$ cat config.mk
export PLATFORM = sky130hd
export DESIGN_NAME = apb_rr_master
export DESIGN_NICKNAME = d
export VERILOG_FILES = /design/src/rtl/apb_rr_master.sv
export SDC_FILE = /design/constraint.sdc
export NUM_CORES = 1
export LEC_CHECK = 0
export ABC_AREA = 1
export CAP_MARGIN = 10
export CORE_MARGIN = 2
export CORE_UTILIZATION = 30
export CTS_CLUSTER_SIZE = 16
export DETAILED_ROUTE_END_ITERATION = 10
export MAX_ROUTING_LAYER = met4
export SLEW_MARGIN = 20
export SYNTH_ARGS = -nofsm -noshare
export SYNTH_HDL_FRONTEND = slang
export SYNTH_SLANG_ARGS = --single-unit
$ cat constraint.sdc
create_clock -name p_clk -period 2.93 [get_ports p_clk]
set_input_delay 0.879 -clock p_clk [delete_from_list [all_inputs] [get_ports p_clk]]
set_output_delay 0.879 -clock p_clk [all_outputs]
set_load 0.05 [all_outputs]
$ cat src/rtl/apb_rr_master.sv
// ---------------------------------------------------------------------------
// apb_rr_master
//
// Purpose:
//   Shares one APB slave between two local requesters. Arbitration is
//   round-robin. The block sequences IDLE -> SETUP -> ACCESS on the APB pins
//   and returns read data and error status to the requester that was granted.
//   Every output is driven from a register.
//
// Ports:
//   p_clk, p_rst     clock; synchronous active-high reset
//   req_valid[1:0]   per-requester request, held until its req_ready bit
//   req_write[1:0]   per-requester direction (1 = write)
//   req_addr         requester i at [i*A_WIDTH +: A_WIDTH]
//   req_wdata        requester i at [i*D_WIDTH +: D_WIDTH]
//   req_ready[1:0]   one-cycle accept pulse (one-hot or zero)
//   rsp_valid[1:0]   one-cycle completion pulse (one-hot or zero)
//   rsp_rdata        read data (0 for writes), valid with rsp_valid
//   rsp_err          slave error or timeout, valid with rsp_valid
//   p_sel, p_enable, p_write, p_addr, wr_data   APB master outputs
//   rd_data, p_ready, p_slverr                  APB slave inputs
//
// Optional feature:
//   APB_RR_TIMEOUT_EN - when defined, an ACCESS phase that waits
//   TIMEOUT_CYCLES cycles without p_ready is aborted with rsp_err=1.
// ---------------------------------------------------------------------------
module apb_rr_master #(
    parameter int A_WIDTH        = 8,
    parameter int D_WIDTH        = 8,
    parameter int TIMEOUT_CYCLES = 16
) (
    input  logic                   p_clk,
    input  logic                   p_rst,
    input  logic [1:0]             req_valid,
    input  logic [1:0]             req_write,
    input  logic [2*A_WIDTH-1:0]   req_addr,
    input  logic [2*D_WIDTH-1:0]   req_wdata,
    output logic [1:0]             req_ready,
    output logic [1:0]             rsp_valid,
    output logic [D_WIDTH-1:0]     rsp_rdata,
    output logic                   rsp_err,
    output logic                   p_sel,
    output logic                   p_enable,
    output logic                   p_write,
    output logic [A_WIDTH-1:0]     p_addr,
    output logic [D_WIDTH-1:0]     wr_data,
    input  logic [D_WIDTH-1:0]     rd_data,
    input  logic                   p_ready,
    input  logic                   p_slverr
);

    if (TIMEOUT_CYCLES < 2 || TIMEOUT_CYCLES > 255) begin : g_badTimeout
        $error("apb_rr_master: TIMEOUT_CYCLES must be in 2..255");
    end

    typedef enum logic [1:0] {
        ST_IDLE,
        ST_SETUP,
        ST_ACCESS
    } state_t;

    state_t               r_state,     w_nextState;
    logic                 r_lastGnt,   w_nextLastGnt;
    logic [1:0]           r_reqReady,  w_reqReady;
    logic [1:0]           r_rspValid,  w_rspValid;
    logic [D_WIDTH-1:0]   r_rspRdata,  w_rspRdata;
    logic                 r_rspErr,    w_rspErr;
    logic                 r_pSel,      w_pSel;
    logic                 r_pEnable,   w_pEnable;
    logic                 r_pWrite,    w_pWrite;
    logic [A_WIDTH-1:0]   r_pAddr,     w_pAddr;
    logic [D_WIDTH-1:0]   r_wrData,    w_wrData;
    logic                 w_win;

`ifdef APB_RR_TIMEOUT_EN
    // The abort fires in the ACCESS cycle that completes the wait budget,
    // i.e. when the count of earlier waiting cycles is TIMEOUT_CYCLES-1.
    localparam logic [7:0] TO_LAST = 8'(TIMEOUT_CYCLES - 1);
    logic [7:0]           r_toCnt,     w_toCnt;
`endif

    // State and output registers; the reset pointer of 1 lets requester 0
    // win the first contested arbitration.
    always_ff @(posedge p_clk) begin
        if (p_rst) begin
            r_state    <= ST_IDLE;
            r_lastGnt  <= 1'b1;
            r_reqReady <= '0;
            r_rspValid <= '0;
            r_rspRdata <= '0;
            r_rspErr   <= 1'b0;
            r_pSel     <= 1'b0;
            r_pEnable  <= 1'b0;
            r_pWrite   <= 1'b0;
            r_pAddr    <= '0;
            r_wrData   <= '0;
`ifdef APB_RR_TIMEOUT_EN
            r_toCnt    <= '0;
`endif
        end else begin
            r_state    <= w_nextState;
            r_lastGnt  <= w_nextLastGnt;
            r_reqReady <= w_reqReady;
            r_rspValid <= w_rspValid;
            r_rspRdata <= w_rspRdata;
            r_rspErr   <= w_rspErr;
            r_pSel     <= w_pSel;
            r_pEnable  <= w_pEnable;
            r_pWrite   <= w_pWrite;
            r_pAddr    <= w_pAddr;
            r_wrData   <= w_wrData;
`ifdef APB_RR_TIMEOUT_EN
            r_toCnt    <= w_toCnt;
`endif
        end
    end

    // Next-state and next-output logic. The w_p* values describe the APB
    // pins for the following cycle, so SETUP drives the ACCESS pin values.
    always_comb begin
        // With both valid, the one not granted last time wins.
        w_win         = (req_valid == 2'b11) ? ~r_lastGnt : req_valid[1];
        w_nextState   = r_state;
        w_nextLastGnt = r_lastGnt;
        w_reqReady    = 2'b00;
        w_rspValid    = 2'b00;
        w_rspRdata    = r_rspRdata;
        w_rspErr      = r_rspErr;
        w_pSel        = 1'b0;
        w_pEnable     = 1'b0;
        w_pWrite      = r_pWrite;
        w_pAddr       = r_pAddr;
        w_wrData      = r_wrData;
`ifdef APB_RR_TIMEOUT_EN
        w_toCnt       = r_toCnt;
`endif

        case (r_state)
            ST_IDLE: begin
                if (req_valid != 2'b00) begin
                    w_nextLastGnt = w_win;
                    w_reqReady    = w_win ? 2'b10 : 2'b01;
                    w_pSel        = 1'b1;
                    w_pWrite      = req_write[w_win];
                    w_pAddr       = w_win ? req_addr[A_WIDTH +: A_WIDTH]
                                          : req_addr[0 +: A_WIDTH];
                    w_wrData      = w_win ? req_wdata[D_WIDTH +: D_WIDTH]
                                          : req_wdata[0 +: D_WIDTH];
                    w_nextState   = ST_SETUP;
                end
            end

            ST_SETUP: begin
                w_pSel      = 1'b1;
                w_pEnable   = 1'b1;
                w_nextState = ST_ACCESS;
`ifdef APB_RR_TIMEOUT_EN
                w_toCnt     = '0;
`endif
            end

            ST_ACCESS: begin
                if (p_ready) begin
                    w_rspValid  = r_lastGnt ? 2'b10 : 2'b01;
                    w_rspRdata  = r_pWrite ? '0 : rd_data;
                    w_rspErr    = p_slverr;
                    w_nextState = ST_IDLE;
                end
`ifdef APB_RR_TIMEOUT_EN
                else if (r_toCnt == TO_LAST) begin
                    w_rspValid  = r_lastGnt ? 2'b10 : 2'b01;
                    w_rspRdata  = '0;
                    w_rspErr    = 1'b1;
                    w_nextState = ST_IDLE;
                end
`endif
                else begin
                    w_pSel    = 1'b1;
                    w_pEnable = 1'b1;
`ifdef APB_RR_TIMEOUT_EN
                    w_toCnt   = r_toCnt + 8'd1;
`endif
                end
            end

            default: begin
                w_nextState = ST_IDLE;
            end
        endcase
    end

    assign req_ready = r_reqReady;
    assign rsp_valid = r_rspValid;
    assign rsp_rdata = r_rspRdata;
    assign rsp_err   = r_rspErr;
    assign p_sel     = r_pSel;
    assign p_enable  = r_pEnable;
    assign p_write   = r_pWrite;
    assign p_addr    = r_pAddr;
    assign wr_data   = r_wrData;

endmodule
* Word level (Yosys, flattened, before mapping)
Cells that the tools add are included.
** Cells by class
- $add $sub $neg :: 0
- Multipliers :: 0
- Div/mod/pow operators :: 0
- Order comparisons :: 1
- Equal/unequal tests :: 5
- Shifts and indexed selects :: 0
- Multiplexer cells :: 15
- Bitwise logic cells :: 5
- Reduce and logical (&&, ||, !) cells :: 7
** Operator list (count)
- 8-bit 2-to-1 mux :: 3
- 2-bit 2-to-1 mux :: 4
- 2-bit one-hot mux with 3 select lines :: 1
- 2-bit AND reduction :: 3
- 3-bit OR reduction :: 2
- 1-bit 2-to-1 mux :: 5
- 1-bit inverter :: 5
- 2-bit equality test (second input constant) :: 2
- 2-bit != test (second input constant) :: 2
- 1-bit one-hot mux with 3 select lines :: 1
- 2-bit by 1-bit equality test with 1-bit output (second input constant) :: 1
- 2-bit zero test :: 1
- 1-bit by 2-bit < comparator with 1-bit output (second input constant) :: 1
- 1-bit one-hot mux with 2 select lines :: 1
- 2-bit nonzero test :: 1
** Storage, ports and cells
- Flip-flop bits (word level) :: 35
- Bits in latches :: 0
- RAM bits :: 0
- ROM bits :: 0
- Output and inout bits :: 32
- Word-level logic and storage cells :: 44
- Memories kept :: 0

* Logic depth before layout (Yosys ltp)
- Depth in word-level cells :: 4
- Gate-level depth with buffers :: 8
- Depth with buffers taken out :: 7

* Worst setup path before layout
Ideal clock, no wire load.
- Kind :: input port to flip-flop
- From :: in req_valid[1]
- To :: reg r_pWrite, in the netlist p_write
- Arrival :: 1.598 ns
- Setup slack :: 1.271 ns
- Stages :: 7
- Path through :: buf_6 -> nor2_4 -> nor2_2 -> inv_2 -> buf_4 -> nand3_1 -> nand2_1
** Between the ends
- Word-level cells in the longest chain between the ends :: 4
** RTL lines
- start: declaration :: line 34 : input logic [1:0] req_valid,
- 2-bit equality test :: line 122 : w_win = (req_valid == 2'b11) ? ~r_lastGnt : req_valid[1];
- 1-bit 2-to-1 mux :: line 122
- 1-bit 2-to-1 mux (implied by the code) (2 in series) :: line 144 : w_pWrite = req_write[w_win];
- end signal: assignment :: line 109 : r_pWrite <= w_pWrite;
- end: declaration :: line 70 : logic r_pWrite, w_pWrite;
Several ways; a longest one is shown, not always the timed one. The select of a mux whose other input is x is not followed.
A chain may end at the register's enable or synchronous reset.

* Worst setup path in the final report
- From :: reg r_pAddr[6], in the netlist p_addr[6]
- To :: out p_addr[6]
** RTL lines
- start: declaration :: line 71 : logic [A_WIDTH-1:0] r_pAddr, w_pAddr;
- start signal: assignment :: line 110 : r_pAddr <= w_pAddr;
- end: declaration :: line 45 : output logic [A_WIDTH-1:0] p_addr,
No word-level cell between the ends.

==> impl_metrics.ini <==
[status]
outcome = finished, final reports clean

[placement]
place.detailed.hpwl_mm = 3.191
dpl.cell_count = 364
place_area_um2 = 2486
globalplace.congestion = 0.7812
dp_worst_setup_slack_ps = 667.9
port_buffers = 79

[global_routing]
antenna_found_initial = 0
grt_pass1_wl_mm = 7.590
grt_usage_pct = 16.23
first_global_vias = 1655
grt-ovfl-total = 0
grt_max_degree = 20

[clock_tree]
path_clk_slew_ps = 70
cts_buffers = 5
cts_hold_buffers = 0
cts_tree = done
clkLatencyLatePin_ps = 290
cts.sink_count = 35
cts_resized = 0
cts_buffer_depth = 2
cts_root_buffer = clkbuf_8
postCtsSetupBuffers = 0
htreeDepth = 2

[final_layout]
final_cells = 372
n_antenna_cell = 0
final_area_um2 = 2619
drive_gt1_share_pct = 6.623
syn_to_final_growth_pct = 61.37
fin_nets = 354

[synth]
synth-edff-count = 0
synth.most_common_cell = nand2_1
avgSynthCellArea_um2 = 7.444
ys.flop_type = dfxtp_1
async_flop_share_pct = 0
postSynthNetCount = 271
yosysWarnings = 0
ys_ff_latch = 35
synth_cells = 218
synthTopCellsByCount = nand2_1, nand3_1, dfxtp_1
yosysTopAreaCellShare_pct = 43.18
synth_area_leaders = dfxtp_1, nand3_1, nand2_1
ys_types = 20
ys_seq_area_share_pct = 43.18
synth_largest_area_cell = dfxtp_1
synth_area_um2 = 1623

[sta]
drv_slew = 0
worst_slew_pin_slew_ps = 529.8
clock_skew_ps = 4.682
slew_headroom_pct = 64.57
hold_viol_final = 0
worst_slack_ps = 589.8
finalSetupViolations = 0
fin_crit_sh_pct = 79.87
fmax_mhz = 427.3
fin_crit_ps = 2340
rsz0062_at_grt = no
setup_tns_ps = 0

[power]
ir_drop_mv = 0.3020
leakage_uw = 0.001191
p_sw_share_pct = 33.81
pwr-share-clk_pct = 31.1
p_per_area_nw_per_um2 = 625.9
p_seq_share_pct = 35.0
p_int_uw = 1085
p_comb_share_pct = 33.9
netSwitchingPower_uw = 554.1

[floorplanning]
core_area_um2 = 5172
rows = 26
start_util_pct = 31.37
die-area_um2 = 6014
die_height_um = 77.55
die_w_um = 77.55
ioPinCount = 80

[drt]
first_iter_violations = 68
vias = 1667
drtPass1Iterations = 4
drc = 0
vias_per_cell = 4.481
ant_nets = 0
drt-total-wl_mm = 4.321
wl_per_cell_um = 11.62

[setup_path]
crit_type = flip-flop to output port
worstSetupEndpointType = output port
startpoint_type = flip-flop
cp.arrival_ps = 1460
path_buf_inv = 1
critPathSlowestCell = clkdlybuf4s50_1
slowest_delay_ps = 820
crit_chain = clkdlybuf4s50_1
worstPathRequired_ps = 2050
path_delay_family = buffers and inverters
path_max_fanout = 2

[flow_run]
maxCapViolCount = 0

[hold_path]
hold_class = flip-flop to flip-flop
==> logic make-up (layout without fill, tap and decap cells) <==
kind of cell	count (synthesis)	count (layout)	share of synthesized area, %
compound gates	12	12	3.700
fa+ha+maj	5	5	3.855
buf+inv	37	121	10.18
flops	35	35	43.18
simple gates	129	129	39.09
==> cells in the final DEF (no fill, tap or decap), drive strengths merged <==
master / synthesis / layout
a21oi: 3 / 3
or2: 1 / 1
nand3: 44 / 44
clkdlybuf4s50: 0 / 79
ha: 5 / 5
nand3b: 17 / 17
o21ai: 9 / 9
nor2: 11 / 11
nor3: 2 / 2
buf: 7 / 6
clkbuf: 2 / 6
nand2: 54 / 54
bufinv: 0 / 2
dfxtp: 35 / 35
inv: 28 / 28
==> power groups by stage <==
stage	combinational, uW	sequential (uW)	clock, uW
2_1_floorplan	172	759	0
3_3_place_gp	560	583	0
3_5_place_dp	561	582	0
4_1_cts	563	573	529
5_1_grt	602	581	548
6_report	555	573	511
==> final cells by class <==
cell class	instances	area (um^2)
multi-input cells	146	757.0
clock buffers	6	72.57
well taps	70	87.58
inverters	28	105.1
clock inverters	2	60.06
flip-flops and latches	35	700.7
repair buffers	85	835.8
fillers	513	2554
==> per-layer routing <==
| metal | GRT usage [%] | wire (um) | vias up |
|---|---|---|---|
| li1 | - | - | 860 |
| met1 | 20.65 | 2132 | 731 |
| met2 | 24.61 | 1782 | 68 |
| met3 | 4.651 | 332 | 8 |
| met4 | 5.893 | 74 | 0 |
| met5 | - | 0 | - |
==> through the flow <==
step / total power [uW] / utilization (%) / hold slack (ps)
5_1_grt: 1731 / 50.63 / 495.4
3_3_place_gp: 1143 / 48.06 / 458.2
4_1_cts: 1665 / 50.63 / 476.2
2_1_floorplan: 931.3 / - / 437.0
6_report: 1639 / 50.63 / 474.0
3_5_place_dp: 1142 / 48.06 / 464.1
==> worst paths after layout <==
kind              startpoint  cells after the start      endpoint  slack, ps
hold / removal    wr_data[1]                      2    wr_data[1]        470
setup / recovery   p_addr[6]                      1     p_addr[6]        590
setup reg to reg  r_state[0]                      6  rsp_rdata[5]       1340
hold reg to reg   wr_data[1]                      2    wr_data[1]        470
==> registers in the layout, summed over array words and instances, names as in the netlist <==
| name | cells |
|---|---|
| r_lastGnt | 1 |
| r_state | 2 |
| p_sel | 1 |
| p_write | 1 |
| p_enable | 1 |
| p_addr | 8 |
| rsp_valid | 2 |
| rsp_rdata | 8 |
| wr_data | 8 |
| rsp_err | 1 |
| req_ready | 2 |
Note: power is estimated with default switching activity, not from simulation.
